File: src/rtl/op_mailbox_host.sv
// Host-side initiator for the op-mailbox protocol: writes a command into op
// memory, polls the op word until cleared, then streams the result region.
module op_mailbox_host #(
    parameter int DATA_WIDTH  = 32,
    parameter int ADDR_WIDTH  = 16,
    parameter int OP_WIDTH    = 4,
    parameter int DIM_WIDTH   = 7,
    parameter int OP_ADDR     = 0,
    parameter int SCALAR_ADDR = 1,
    parameter int RES_ADDR    = 0,
    parameter int POLL_GAP    = 4,
    parameter int MAX_POLLS   = 1024
) (
    input  logic                  clock,
    input  logic                  reset,
    input  logic                  cmd_valid,
    output logic                  cmd_ready,
    input  logic [OP_WIDTH-1:0]   cmd_op,
    input  logic [DIM_WIDTH-1:0]  cmd_dimA1,
    input  logic [DIM_WIDTH-1:0]  cmd_dimA2,
    input  logic [DIM_WIDTH-1:0]  cmd_dimB1,
    input  logic [DIM_WIDTH-1:0]  cmd_dimB2,
    input  logic [DATA_WIDTH-1:0] cmd_scalar,
    output logic [ADDR_WIDTH-1:0] op_addr,
    output logic                  op_read,
    output logic                  op_write,
    output logic [DATA_WIDTH-1:0] op_writedata,
    input  logic [DATA_WIDTH-1:0] op_readdata,
    output logic [ADDR_WIDTH-1:0] res_addr,
    output logic                  res_read,
    input  logic [DATA_WIDTH-1:0] res_readdata,
    output logic                  out_valid,
    input  logic                  out_ready,
    output logic [DATA_WIDTH-1:0] out_data,
    output logic                  out_last,
    output logic                  busy,
    output logic                  error
);

    localparam int NW     = 2 * (DIM_WIDTH - 2);
    localparam int PW     = $clog2(MAX_POLLS + 1);
    localparam int DESC_W = OP_WIDTH + 4 * DIM_WIDTH;

    typedef enum logic [3:0] {
        IDLE, WR_SCALAR, WR_OP, GAP, POLL_RD,
        POLL_CHK, RES_RD, RES_CAP, RES_OUT
    } state_t;

    state_t                state;
    logic [DATA_WIDTH-1:0] desc_q;
    logic [NW-1:0]         n_words;
    logic [NW-1:0]         idx;
    logic [PW-1:0]         poll_cnt;
    logic [7:0]            gap_cnt;

    logic [DESC_W-1:0]     cmd_desc;
    logic [NW-1:0]         cmd_n;
    logic                  op_bad;
    logic                  op_scalar;

    assign cmd_desc  = {cmd_op, cmd_dimA1, cmd_dimA2, cmd_dimB1, cmd_dimB2};
    assign cmd_n     = NW'(cmd_dimA1[DIM_WIDTH-1:2])
                     * NW'(cmd_dimA2[DIM_WIDTH-1:2]);
    assign op_bad    = (cmd_op == '0) || (cmd_op > OP_WIDTH'(8));
    assign op_scalar = (cmd_op >= OP_WIDTH'(2)) && (cmd_op <= OP_WIDTH'(5));

    // Outputs are registered: each branch sets what the next state drives.
    always_ff @(posedge clock or posedge reset) begin
        if (reset) begin
            state        <= IDLE;
            desc_q       <= '0;
            n_words      <= '0;
            idx          <= '0;
            poll_cnt     <= '0;
            gap_cnt      <= '0;
            cmd_ready    <= 1'b1;
            op_addr      <= '0;
            op_read      <= 1'b0;
            op_write     <= 1'b0;
            op_writedata <= '0;
            res_addr     <= '0;
            res_read     <= 1'b0;
            out_valid    <= 1'b0;
            out_data     <= '0;
            out_last     <= 1'b0;
            busy         <= 1'b0;
            error        <= 1'b0;
        end else begin
            op_read  <= 1'b0;
            op_write <= 1'b0;
            res_read <= 1'b0;
            case (state)
                IDLE: begin
                    if (cmd_valid) begin
                        desc_q  <= DATA_WIDTH'(cmd_desc);
                        n_words <= cmd_n;
                        error   <= 1'b0;
                        if (op_bad) begin
                            error <= 1'b1;
                        end else begin
                            cmd_ready <= 1'b0;
                            busy      <= 1'b1;
                            op_write  <= 1'b1;
                            if (op_scalar) begin
                                state        <= WR_SCALAR;
                                op_addr      <= ADDR_WIDTH'(SCALAR_ADDR);
                                op_writedata <= cmd_scalar;
                            end else begin
                                state        <= WR_OP;
                                op_addr      <= ADDR_WIDTH'(OP_ADDR);
                                op_writedata <= DATA_WIDTH'(cmd_desc);
                            end
                        end
                    end
                end
                WR_SCALAR: begin
                    state        <= WR_OP;
                    op_write     <= 1'b1;
                    op_addr      <= ADDR_WIDTH'(OP_ADDR);
                    op_writedata <= desc_q;
                end
                WR_OP: begin
                    state    <= GAP;
                    poll_cnt <= '0;
                    gap_cnt  <= '0;
                end
                GAP: begin
                    if (gap_cnt == 8'(POLL_GAP - 1)) begin
                        state   <= POLL_RD;
                        op_read <= 1'b1;
                        op_addr <= ADDR_WIDTH'(OP_ADDR);
                    end else begin
                        gap_cnt <= gap_cnt + 8'd1;
                    end
                end
                POLL_RD: begin
                    state    <= POLL_CHK;
                    poll_cnt <= poll_cnt + PW'(1);
                end
                POLL_CHK: begin
                    if (op_readdata == '0) begin
                        if (n_words == '0) begin
                            state     <= IDLE;
                            cmd_ready <= 1'b1;
                            busy      <= 1'b0;
                        end else begin
                            state    <= RES_RD;
                            idx      <= '0;
                            res_read <= 1'b1;
                            res_addr <= ADDR_WIDTH'(RES_ADDR);
                        end
                    end else if (poll_cnt == PW'(MAX_POLLS)) begin
                        state     <= IDLE;
                        error     <= 1'b1;
                        cmd_ready <= 1'b1;
                        busy      <= 1'b0;
                    end else begin
                        state   <= GAP;
                        gap_cnt <= '0;
                    end
                end
                RES_RD: begin
                    state <= RES_CAP;
                end
                RES_CAP: begin
                    state     <= RES_OUT;
                    out_data  <= res_readdata;
                    out_valid <= 1'b1;
                    out_last  <= (idx == n_words - NW'(1));
                end
                RES_OUT: begin
                    if (out_ready) begin
                        out_valid <= 1'b0;
                        out_last  <= 1'b0;
                        if (out_last) begin
                            state     <= IDLE;
                            cmd_ready <= 1'b1;
                            busy      <= 1'b0;
                        end else begin
                            state    <= RES_RD;
                            idx      <= idx + NW'(1);
                            res_read <= 1'b1;
                            res_addr <= ADDR_WIDTH'(RES_ADDR)
                                      + ADDR_WIDTH'(idx + NW'(1));
                        end
                    end
                end
                default: begin
                    state     <= IDLE;
                    cmd_ready <= 1'b1;
                    busy      <= 1'b0;
                end
            endcase
        end
    end

endmodule

File: config.mk
export PLATFORM = sky130hd
export DESIGN_NAME = op_mailbox_host
export DESIGN_NICKNAME = d
export VERILOG_FILES = /design/src/rtl/op_mailbox_host.sv
export SDC_FILE = /design/constraint.sdc
export NUM_CORES = 1
export LEC_CHECK = 0
export CELL_PAD_IN_SITES_DETAIL_PLACEMENT = 1
export CELL_PAD_IN_SITES_GLOBAL_PLACEMENT = 1
export CORE_MARGIN = 2
export CORE_UTILIZATION = 36
export DETAILED_ROUTE_END_ITERATION = 16
export PLACE_DENSITY = 0.81
export SYNTH_ARGS = -nofsm -noshare
export SYNTH_HDL_FRONTEND = slang
export SYNTH_SLANG_ARGS = --single-unit
File: constraint.sdc
create_clock -name clock -period 5.3 [get_ports clock]
set_input_delay 0.795 -clock clock [delete_from_list [all_inputs] [get_ports clock]]
set_output_delay 0.795 -clock clock [all_outputs]
set_load 0.02 [all_outputs]
==> summary.txt <==
Run status
  – Status: finished, final reports clean

STA
  – Max Clk Rate: 241.4 MHz
  – Setup Viol. Count Final: 0
  – Hold slack final: 477.2 ps
  – Post-route clock period utilization: 78.17%
  – Unrepaired setup endpoints after global routing: no
  – Slew @ Worst Pin: 1083 ps
  – Setup TNS: 0 ps
  – Slew Limit Fails: 0
  – Endpoints failing hold: 0
  – Worst Slack Setup Final: 1157 ps
  – Clock Skews: 6.217 ps
  – Fin crit period: 4143 ps
  – Slew HR: 27.81%

Floorplan
  – Starting Density: 36.73%
  – Die H: 153.5 µm
  – Core box area: 21890 µm²
  – Die Area: 23550 µm²
  – I/O pin count: 236
  – Site Rows: 54
  – Horiz. Die Dim: 153.5 µm

Detailed routing
  – Total wire length: 21860 µm
  – Drt pass-1 iters: 4
  – Via count: 6499
  – 1st-iter DRT viols: 312
  – Antenna viol nets, final: 0
  – WL per Instance: 17.10 µm
  – Drt drc: 0
  – Vias/cell: 5.085

Global routing
  – GR Overflow Total: 0
  – Initial antenna violation count: 0
  – GRT Util Overall: 19.11%
  – Number of global-route vias before repair: 6968
  – Pin count of the biggest net entering global routing: 103
  – First-pass GRT wire length: 36480 µm

CTS
  – Clk sinks: 149
  – Worst-path clk slew: 60 ps
  – Root Buffer: clkbuf_16
  – Clock Tree Buf Depth: 2
  – Clk_lat worst skew: 420 ps
  – # hold bufs at CTS: 0
  – Htree depth: 4
  – Total CTS buffers: 17
  – Post-CTS Repair Setup Buffers: 0
  – CTS resizes: 0
  – TritonCTS clock tree: yes

Cells and area
  – Antenna diode count: 0
  – Non-Filler Instances: 1278
  – Synth-to-Final Area Change: 36.63%
  – Layout cell share with drive strength beyond 1: 12.02%
  – # nets final: 1150
  – Util after Layout: 50.19%

Worst setup path
  – Kind of critical path: primary input to flip-flop
  – Worst Setup End Kind: flip-flop
  – CP startpoint kind: primary input
  – Worst Path Required: 5570 ps
  – Worst Path Max Fanout: 7
  – Data arrival, critical path: 4410 ps

Yosys
  – Synth warn: 0
  – Seq cells post-synth: 149
  – Complex-gate fraction of the synthesized area: 9.911%
  – Synth Area in XOR/XNOR: 3.485%
  – Main synth FF type: dfrtp_1
  – Area share of fa/ha/maj cells after synthesis: 5.975%
  – Yosys cell types: 60
  – Ys async rst share: 100.0%
  – Post-Syn Area per Cell: 10.27 µm²
  – Seq/Total Area, Yosys: 46.38%
  – Simple-gate portion of the synthesized area: 15.19%
  – Mux cell area share after synthesis: 14.00%
  – Cell area after synthesis: 8041 µm²
  – Post-synth EDFFs: 0
  – Main combinational cell family by area after synthesis: simple AND/OR/NAND/NOR gates
  – Post-Synthesis Cells: 783

Placed design
  – Number of placed cells counting well taps: 1246
  – DPL Wire Length: 15620 µm
  – Worst slack, placed: 735.4 ps
  – IO Port Bufs: 215
  – Final estimated routing congestion in global placement: 0.7657

Flow run
  – Max-Cap Viols: 0

Hold path
  – Worst Hold Class: flip-flop to flip-flop

Pwr
  – Max rail drop VDD: 0.0002093 V
  – Power per cell area: 507.4 nW/µm²
  – Leakage power: 4.714 nW
[cells by family (layout without fill, tap and decap cells)]
group | count (synthesis) | in the layout
other cells | 1 | 20
simple gates | 243 | 243
compound gates | 141 | 141
buf+inv | 80 | 276
fa+ha+maj | 33 | 33
flops | 149 | 149
mux | 104 | 104
xor+xnor | 32 | 32
[metrics by stage]
stage	area [µm²]	power, mW
floorplan	8113	3.338
global placement	10360	4.225
detailed placement	10360	4.324
CTS	10990	5.656
global route	10990	5.950
finish	10990	5.574
[cell usage in the layout (no fill, tap or decap), types with 5 or more instances in the layout]
cell type / n
ha_1: 24
or3_1: 5
xor2_1: 11
clkbuf_16: 17
nor3_1: 10
inv_1: 22
buf_4: 5
nand2_1: 73
nor2_1: 56
xnor2_1: 21
nand4_1: 11
o21ai_1: 6
conb_1: 20
dfrtp_1: 148
nand3_1: 17
clkdlybuf4s50_1: 215
mux2_2: 67
a21oi_1: 50
fa_1: 9
and2_1: 21
o21ai_0: 58
mux2i_1: 36
nor4_1: 16
[power by group]
part           switching [mW]  total [mW]  internal, mW  leakage, nW
sequential              0.315        1.91          1.60         1.85
clock                   0.494        1.30         0.803        0.301
combinational            1.23        2.36          1.13         2.56
total                    2.04        5.57          3.53         4.71
[critical path, cell delays in order]
cell             delay (ps)
clkdlybuf4s50_1         590
nand2_1                 120
fa_1                    520
fa_1                    570
inv_1                    60
fa_1                    470
ha_1                    350
a21o_1                  200
a21oi_1                 230
o21bai_1                 90
a21oi_1                 180
xor2_1                  150
o21ai_0                  80
[path summary, 6_finish.rpt]
check | from | to | slack (ps) | cells after the start
setup / recovery | cmd_dimA1[2] | n_words[8] | 1160 | 13
hold / removal | op_writedata[27] | op_writedata[27] | 480 | 2
setup reg to reg | state[1] | res_addr[10] | 2640 | 6
hold reg to reg | op_writedata[27] | op_writedata[27] | 480 | 2
max in group asynchronous | reset | cmd_ready | 3320 | 3
min in group asynchronous | reset | out_data[17] | 960 | 2
[state kept, by name, indices dropped and copies added, names as in the netlist, 4 cells and up]
name,count
desc_q,32
gap_cnt,8
idx,9
n_words,10
op_writedata,32
out_data,32
poll_cnt,11
state,4
[layer usage]
metal | vias to the layer above | GRT usage, % | share of wire (%)
met2 | 135 | 33.61 | 52
met3 | 16 | 4.820 | 4.3
met1 | 3255 | 23.65 | 43
met5 | - | 0 | 0
li1 | 3093 | - | -
met4 | 0 | 4.412 | 1.3
[layout make-up]
class	instances	area, µm²
clock inverters	12	180.2
flip-flops and latches	149	3730
fillers	2397	10900
inverters	24	95.09
well taps	280	350.3
repair buffers	220	2190
clock buffers	20	446.7
multi-input cells	573	3995
[synthesized netlist by cell type, types with 10 or more instances]
cell	instances	area [µm²]
nor2_1	56	210.2
mux2_2	67	754.5
o21ai_0	58	290.3
nand3_1	18	90.09
xor2_1	11	96.34
a21oi_1	50	250.2
clkbuf_1	13	48.80
nor3_1	10	50.05
ha_1	24	300.3
inv_1	23	86.33
nand4_1	11	68.82
xnor2_1	21	183.9
mux2i_1	36	360.4
buf_4	22	165.2
and2_1	21	131.4
buf_2	16	80.08
nor4_1	16	100.1
nand2_1	73	274.0
dfrtp_1	148	3704
No activity file was read; power rests on OpenSTA's default activity.
